[config.mk]
export PLATFORM = sky130hd
export DESIGN_NAME = hex_display_ctrl
export DESIGN_NICKNAME = d
export VERILOG_FILES = /design/src/rtl/hex_disp_pkg.sv /design/src/rtl/hex_digit_enc.sv /design/src/rtl/hex_display_ctrl.sv
export SDC_FILE = /design/constraint.sdc
export NUM_CORES = 1
export LEC_CHECK = 0
export BUFFER_PORTS_ARGS = -buffer_cell sky130_fd_sc_hd__buf_2
export CAP_MARGIN = 10
export CORE_MARGIN = 2
export CORE_UTILIZATION = 30
export CTS_BUF_LIST = sky130_fd_sc_hd__clkbuf_4 sky130_fd_sc_hd__clkbuf_8
export DETAILED_ROUTE_END_ITERATION = 8
export HOLD_SLACK_MARGIN = 0.06
export PLACE_DENSITY = 0.58
export SLEW_MARGIN = 40
export SYNTH_ARGS = -nofsm -noshare
export SYNTH_HDL_FRONTEND = slang
export SYNTH_SLANG_ARGS = --single-unit
[constraint.sdc]
create_clock -name clk -period 2 [get_ports clk]
set_input_delay 0.1 -clock clk [delete_from_list [all_inputs] [get_ports clk]]
set_output_delay 0.1 -clock clk [all_outputs]
set_load 0.02 [all_outputs]
[src/rtl/hex_disp_pkg.sv]
// Package: hex_disp_pkg
// Shared constants and types for the hex display controller.
//   SEG_0..SEG_F : active-low 7-segment patterns, bit6=a .. bit0=g
//   SEG_BLANK    : all segments off
//   SEG_LUT      : nibble-indexed view of the patterns
//   state_t      : display state {EMPTY, SHOWING}
//   clog2()      : counter width helper (returns at least 1)
package hex_disp_pkg;

  localparam logic [6:0] SEG_0     = 7'b0000001;
  localparam logic [6:0] SEG_1     = 7'b1001111;
  localparam logic [6:0] SEG_2     = 7'b0010010;
  localparam logic [6:0] SEG_3     = 7'b0000110;
  localparam logic [6:0] SEG_4     = 7'b1001100;
  localparam logic [6:0] SEG_5     = 7'b0100100;
  localparam logic [6:0] SEG_6     = 7'b0100000;
  localparam logic [6:0] SEG_7     = 7'b0001111;
  localparam logic [6:0] SEG_8     = 7'b0000000;
  localparam logic [6:0] SEG_9     = 7'b0001100;
  localparam logic [6:0] SEG_A     = 7'b0001000;
  localparam logic [6:0] SEG_B     = 7'b1100000;
  localparam logic [6:0] SEG_C     = 7'b0110001;
  localparam logic [6:0] SEG_D     = 7'b1000010;
  localparam logic [6:0] SEG_E     = 7'b0110000;
  localparam logic [6:0] SEG_F     = 7'b0111000;
  localparam logic [6:0] SEG_BLANK = 7'b1111111;

  // Element [n] is the pattern for nibble n.
  localparam logic [15:0][6:0] SEG_LUT = {
    SEG_F, SEG_E, SEG_D, SEG_C, SEG_B, SEG_A, SEG_9, SEG_8,
    SEG_7, SEG_6, SEG_5, SEG_4, SEG_3, SEG_2, SEG_1, SEG_0
  };

  typedef enum logic {EMPTY = 1'b0, SHOWING = 1'b1} state_t;

  function automatic int clog2(input int v);
    int r;
    r = 0;
    while ((1 << r) < v) r++;
    return (r < 1) ? 1 : r;
  endfunction

endpackage

[src/rtl/hex_digit_enc.sv]
// Module: hex_digit_enc
// Combinational nibble -> active-low 7-segment pattern.
//   nib : hex digit 0..F
//   seg : bit6=a .. bit0=g, active low
module hex_digit_enc
  import hex_disp_pkg::*;
(
  input  logic [3:0] nib,
  output logic [6:0] seg
);

  assign seg = SEG_LUT[nib];

endmodule

[src/rtl/hex_display_ctrl.sv]
// Module: hex_display_ctrl
// Registered N-digit hex display controller for active-low 7-segment displays.
// Latches a packed hex value on load and decodes every nibble, with leading-zero
// blanking, per-digit forced blanking and per-digit blinking.
//   clk, reset  : single clock, synchronous active-high reset
//   load, value : capture packed nibbles (digit i = value[4i+:4], digit 0 = LSD)
//   lz_blank    : blank leading zeros (digit 0 always shown)
//   blank_mask  : per-digit forced blank
//   blink_mask  : per-digit blink enable
//   seg_out     : digit i = seg_out[7i+:7], active low, registered
//   shown       : a value has been loaded since reset
// Optional macro HEX_SCAN_EN adds a multiplexed scan output:
//   scan_seg    : pattern for the currently selected digit (registered)
//   scan_sel    : active-low one-hot digit select
module hex_display_ctrl
  import hex_disp_pkg::*;
#(
  parameter int NUM_DIGITS = 6,
  parameter int BLINK_DIV  = 25_000_000,
  parameter int SCAN_DIV   = 50_000
) (
  input  logic                    clk,
  input  logic                    reset,
  input  logic                    load,
  input  logic [4*NUM_DIGITS-1:0] value,
  input  logic                    lz_blank,
  input  logic [NUM_DIGITS-1:0]   blank_mask,
  input  logic [NUM_DIGITS-1:0]   blink_mask,
  output logic [7*NUM_DIGITS-1:0] seg_out,
  output logic                    shown
`ifdef HEX_SCAN_EN
  ,
  output logic [6:0]              scan_seg,
  output logic [NUM_DIGITS-1:0]   scan_sel
`endif
);

  localparam int BW = clog2(BLINK_DIV);

  state_t                          state_q, state_d;
  logic [NUM_DIGITS-1:0][3:0]      value_q;
  logic [BW-1:0]                   blink_cnt;
  logic                            blink_ph;
  logic [NUM_DIGITS:1]             hi_zero;   // digit i and every digit above it are 0
  logic [NUM_DIGITS-1:0]           lzb;
  logic [NUM_DIGITS-1:0][6:0]      dec, seg_d, seg_q;

  // FSM: EMPTY until the first load, then SHOWING until reset.
  always_ff @(posedge clk) begin
    if (reset) state_q <= EMPTY;
    else       state_q <= state_d;
  end

  always_comb begin
    state_d = state_q;
    case (state_q)
      EMPTY:   if (load) state_d = SHOWING;
      SHOWING: state_d = SHOWING;
      default: state_d = EMPTY;
    endcase
  end

  assign shown = (state_q == SHOWING);

  always_ff @(posedge clk) begin
    if (reset)     value_q <= '0;
    else if (load) value_q <= value;
  end

  // Free-running blink timebase, independent of load.
  always_ff @(posedge clk) begin
    if (reset) begin
      blink_cnt <= '0;
      blink_ph  <= 1'b0;
    end else if (blink_cnt == BW'(BLINK_DIV - 1)) begin
      blink_cnt <= '0;
      blink_ph  <= ~blink_ph;
    end else begin
      blink_cnt <= blink_cnt + 1'b1;
    end
  end

  assign hi_zero[NUM_DIGITS] = 1'b1;

  for (genvar i = 0; i < NUM_DIGITS; i++) begin : g_dig
    hex_digit_enc u_enc (.nib(value_q[i]), .seg(dec[i]));

    if (i == 0) begin : g_lsd
      assign lzb[i] = 1'b0;
    end else begin : g_msd
      assign hi_zero[i] = (value_q[i] == 4'h0) && hi_zero[i+1];
      assign lzb[i]     = lz_blank && hi_zero[i];
    end

    // Priority: EMPTY > blank_mask > LZ blank > blink-off > decoded nibble.
    assign seg_d[i] = ((state_q == EMPTY) || blank_mask[i] || lzb[i] ||
                       (blink_ph && blink_mask[i])) ? SEG_BLANK : dec[i];
  end

  always_ff @(posedge clk) begin
    if (reset) seg_q <= {NUM_DIGITS{SEG_BLANK}};
    else       seg_q <= seg_d;
  end

  assign seg_out = seg_q;

`ifdef HEX_SCAN_EN
  localparam int SW = clog2(SCAN_DIV);
  localparam int IW = clog2(NUM_DIGITS);

  logic [SW-1:0] scan_cnt;
  logic [IW-1:0] scan_idx;

  always_ff @(posedge clk) begin
    if (reset) begin
      scan_cnt <= '0;
      scan_idx <= '0;
    end else if (scan_cnt == SW'(SCAN_DIV - 1)) begin
      scan_cnt <= '0;
      scan_idx <= (scan_idx == IW'(NUM_DIGITS - 1)) ? '0 : scan_idx + 1'b1;
    end else begin
      scan_cnt <= scan_cnt + 1'b1;
    end
  end

  // Select and segments both sample scan_idx on the same edge, so they stay aligned.
  always_ff @(posedge clk) begin
    if (reset) begin
      scan_seg <= SEG_BLANK;
      scan_sel <= ~NUM_DIGITS'(1);
    end else begin
      scan_seg <= seg_q[scan_idx];
      scan_sel <= ~(NUM_DIGITS'(1) << scan_idx);
    end
  end
`endif

endmodule

* Word-level counts from Yosys, hierarchy flattened
Memory sizes are Yosys's and may differ from the RTL's. A register that Yosys moved wholly into a read port is not among the register bits. Cells that the tools add are included.
Storage, ports and cells: register bits after elaboration 51, ROM bits 672, bits of input ports 40, output and inout bits 43, memories kept 6
Cells by class: add/sub/neg operators 1, equal/unequal tests 1, muxes and demuxes 2, bitwise logic cells 2, reductions and logical operators 44
Memories:
- (name not given) | words 16, width 7, rd ports 1, clocked after memory_dff 1, write ports 0, RTL line hex_digit_enc.sv:12 | assign seg = SEG_LUT[nib];
- (name not given) | words 16, width 7, rd ports 1, clocked after memory_dff 1, write ports 0, RTL line hex_digit_enc.sv:12
- (name not given) | words 16, width 7, rd ports 1, clocked after memory_dff 1, write ports 0, RTL line hex_digit_enc.sv:12
- (name not given) | words 16, width 7, rd ports 1, clocked after memory_dff 1, write ports 0, RTL line hex_digit_enc.sv:12
- (name not given) | words 16, width 7, rd ports 1, clocked after memory_dff 1, write ports 0, RTL line hex_digit_enc.sv:12
- (name not given) | words 16, width 7, rd ports 1, clocked after memory_dff 1, write ports 0, RTL line hex_digit_enc.sv:12
Operator list (number):
- 25-bit by 1-bit adder with 25-bit output, second input constant | 1
- 25-bit equality test, second input constant | 1
- 4-bit logical NOT | 5
- 1-bit logical OR | 17
- 1-bit logical AND | 15
- 2-bit OR reduction | 7
- 1-bit inverter | 2
- 1-bit case mux with 2 select lines | 1
- 1-bit two-way mux | 1

* Depth between registers and ports, before layout
word-level depth 9, depth in mapped cells 7, mapped depth without buffers 6

* Cells and area by module
From an unflattened synthesis, not the netlist that was laid out.
Unflattened totals: cell total of the unflattened synthesis 553, area total of the unflattened synthesis 4898.4 sq um
By module, submodules not included:
- hex_display_ctrl | times used 1, cells an instance 328, area each 3304.4 sq um
- hex_digit_enc at g_dig[1].u_enc ... | times used 5, cells an instance 38, area each 265.3 sq um
- hex_digit_enc at g_dig[0].u_enc | times used 1, cells an instance 35, area each 267.8 sq um

* Least setup slack after synthesis
No wires, ideal clock.
kind flip-flop to flip-flop, start point reg value_q[20] (netlist bit), end point reg seg_q, in the netlist seg_out[14], arrival time 1638 ps, required time 1852 ps, slack 214 ps, cell stages (with the launch flop) 7, period minus slack after synthesis 1786 ps, path through dfxtp_1 -> inv_1 -> ha_1 -> and4bb_2 -> and4_1 -> a2111oi_4 -> o211ai_1
On the way: longest elaborated chain between the ends 8
Ends and longest elaborated chain:
- from (decl) | RTL line hex_display_ctrl.sv:41 | logic [NUM_DIGITS-1:0][3:0] value_q;
- from (signal assigned) | RTL line hex_display_ctrl.sv:67 | else if (load) value_q <= value;
- 4-bit logical NOT | RTL line hex_display_ctrl.sv:91 | assign hi_zero[i] = (value_q[i] == 4'h0) && hi_zero[i+1];
- 1-bit logical AND (3 in a row) | RTL line hex_display_ctrl.sv:91
- 1-bit logical AND | RTL line hex_display_ctrl.sv:92 | assign lzb[i] = lz_blank && hi_zero[i];
- 1-bit logical OR (2 in a row) | RTL line hex_display_ctrl.sv:96 | assign seg_d[i] = ((state_q == EMPTY) || blank_mask[i] || lzb[i] ||
- 2-bit OR reduction (no source line)
- to (decl) | RTL line hex_display_ctrl.sv:46 | logic [NUM_DIGITS-1:0][6:0] dec, seg_d, seg_q;
Every way passes these cells. A chain may end at the register's enable or synchronous reset.

* Worst setup path in the final report
start point reg value_q[16] (netlist bit), end point reg seg_q, in the netlist seg_out[19]
The elaborated chain is that of the path after synthesis.

==> reports/results.txt <==
Unique masters post-synth - 45
Final TNS setup - 0 ns
gr ovfl total - 0
total power draw - 3.84 mW
core area - 14600 um2
cell count after synthesis - 498
skew final - 0.0116 ns
# DRC - 0
largest fanout on the critical path - 7
Critical Path RT - 2.30 ns
Clk Latency, worst-skew pair - 0.38 ns
synthesis-stage register bit count - 93
Layout area overhead - 26.8%
root buf cell - clkbuf_8
# rows - 44
IO Pins - 83
Post-DP HPWL - 8.05 mm
n_diodes - 0
DRT Pass-1 Iters - 4
gpl congestion - 0.790
Max-cap violations - 0
fin crit share - 0.937
Syn Nets - 564
DR iter-0 viols - 176
Final nets - 683
CTS sink cnt - 93
Initial Util - 0.309
most common cell in the netlist - dfxtp_1
Vias - 3930
layout cells sized above 1 - 0.232
GRT Overall Usage - 0.142
post-route worst setup slack - 0.126 ns
clk buf depth - 2
post-synth top area share - 0.411
Place WS - 0.00457 ns
largest net degree at the start of global routing - 28
Worst EP arrival - 2.18 ns
Commonest cells post-synth - dfxtp_1, nor2_1, o211ai_1, nand2_1, mux2i_1
synthesized cell area - 4530 um2
WS Path Type - flop to flop
worst slew pin tran - 0.573 ns
filler instances - 1475
post-synthesis async set-or-reset flop share - 0
FMAX - 534 MHz
Reg clk slew, reported paths - 0.09 ns
Fin. Hold Viols - 0
Routed WL - 11.3 mm
first-pass GRT wire length - 18.2 mm
Warnings, synthesis - 0
antenna violations before repair - 0
die height - 127 um
Die Footprint - 16100 um2
max-slew violations - 0
area leader, netlist - dfxtp_1
Final ANT Viol Nets - 0
TritonCTS clock tree - built
vias in the first global route - 3764
slew margin rel. - 0.618
run status - finished, final reports clean
cell area power density - 668 nW/um2
most common flop cell mapped by yosys - dfxtp_1
Vias/cell - 4.89
setup violators final - 0
Peak VDD IR - 0.318 mV
dominant cells by area after synthesis - dfxtp_1, o211ai_1, ha_1
wire per inst - 14.0 um
post-route minimum period - 1.87 ns
I/O Buffers - 82
hold crit path type - primary input to flop
Worst Setup Start Kind - flop
die width - 127 um
LEAKAGE - 2.18 nW
TritonCTS Buffers - 9
H-tree Lvls - 3
Post-synth EDFFs - 0
Avg Synthesized Cell Area - 9.10 um2
RSZ-0062 raised after global routing - yes
Critical Path End Type - flop
Seq/Total Area, Yosys - 0.411
[metrics by stage]
| step | util | std cells | cell area [um2] | hold WS [ns] |
|---|---|---|---|---|
| finish | 0.392 | 804 | 5750 | 0.0903 |
| global placement | 0.356 | 757 | 5210 | 0.337 |
| floorplan | - | 498 | 4530 | 0.202 |
| CTS | 0.391 | 802 | 5720 | 0.0690 |
| detailed placement | 0.356 | 757 | 5210 | 0.342 |
| global route | 0.392 | 804 | 5750 | 0.0989 |
[worst max-delay path, stage by stage (launching register included)]
cell       delay, ns
dfxtp_1         0.35
inv_1           0.11
ha_1            0.21
nor3b_1         0.36
and4_1          0.42
a2111oi_4       0.07
buf_4           0.20
o211ai_1        0.08
[registers in the layout, indices dropped and copies added, names as in the netlist]
register,count
seg_out,42
blink_ph,1
blink_cnt,25
value_q,24
shown,1
[path summary, 6_finish.rpt]
check | startpoint | to | slack, ns | cells past startpoint
worst min-delay path | blank_mask[3] | seg_out[23] | 0.09 | 4
worst max register to register | value_q[16] | seg_out[19] | 0.13 | 7
worst min register to register | blink_cnt[0] | blink_cnt[0] | 0.48 | 1
worst max-delay path | value_q[16] | seg_out[19] | 0.13 | 7
[cells by family (layout without fill, tap and decap cells)]
| family | after synthesis | count (layout) | share of synthesized area |
|---|---|---|---|
| AOI/OAI and AO/OA | 105 | 105 | 0.168 |
| xor gates and xnor gates | 13 | 13 | 0.0251 |
| adders and majority gates | 26 | 26 | 0.0718 |
| buffers and inverters | 52 | 174 | 0.0483 |
| DFF | 93 | 93 | 0.411 |
| muxes | 37 | 37 | 0.0837 |
| and+or+nand+nor | 172 | 172 | 0.192 |
[power breakdown]
group	internal (mW)	total, mW	switching, mW
Clock	0.635	1.30	0.669
Combinational	0.258	0.576	0.318
Sequential	1.92	1.96	0.0449
[routing by layer]
metal / part of all wire / global-route usage
met4: 0.023 / 0.0672
met2: 0.49 / 0.240
met1: 0.45 / 0.173
met5: 0 / 0
met3: 0.042 / 0.0295
[cells in the final DEF, fill, tap and decap left out, types with 14 or more instances in the layout]
cell	Yosys	layout
a21oi_1	26	26
ha_1	26	26
dfxtp_1	93	92
inv_1	21	21
dlygate4sd3_1	0	31
mux2i_1	30	30
nand3_1	27	27
nand2_1	31	31
buf_4	2	26
o21ai_0	14	14
nor2_1	61	61
buf_2	7	82
o211ai_1	45	45
[repair_timing]
action | CTS | global route
gates resized for setup | 0 | 3
endpoints found under the hold margin | 46 | 0
buffers inserted | 0 | 2
pin swaps | 1 | 2
setup endpoints to repair | 1 | 20
hold buffers | 31 | 0
[final cells by class]
class | count | area [um2] | area share
inverters | 21 | 78.8 | 0.0137
flip-flops and latches | 93 | 1860 | 0.324
well taps | 184 | 230 | 0.0401
clock inverters | 3 | 46.3 | 0.00806
multi-input cells | 353 | 2460 | 0.428
clock buffers | 11 | 151 | 0.0263
repair buffers | 139 | 916 | 0.159
Power figures use the tool's default switching activity.
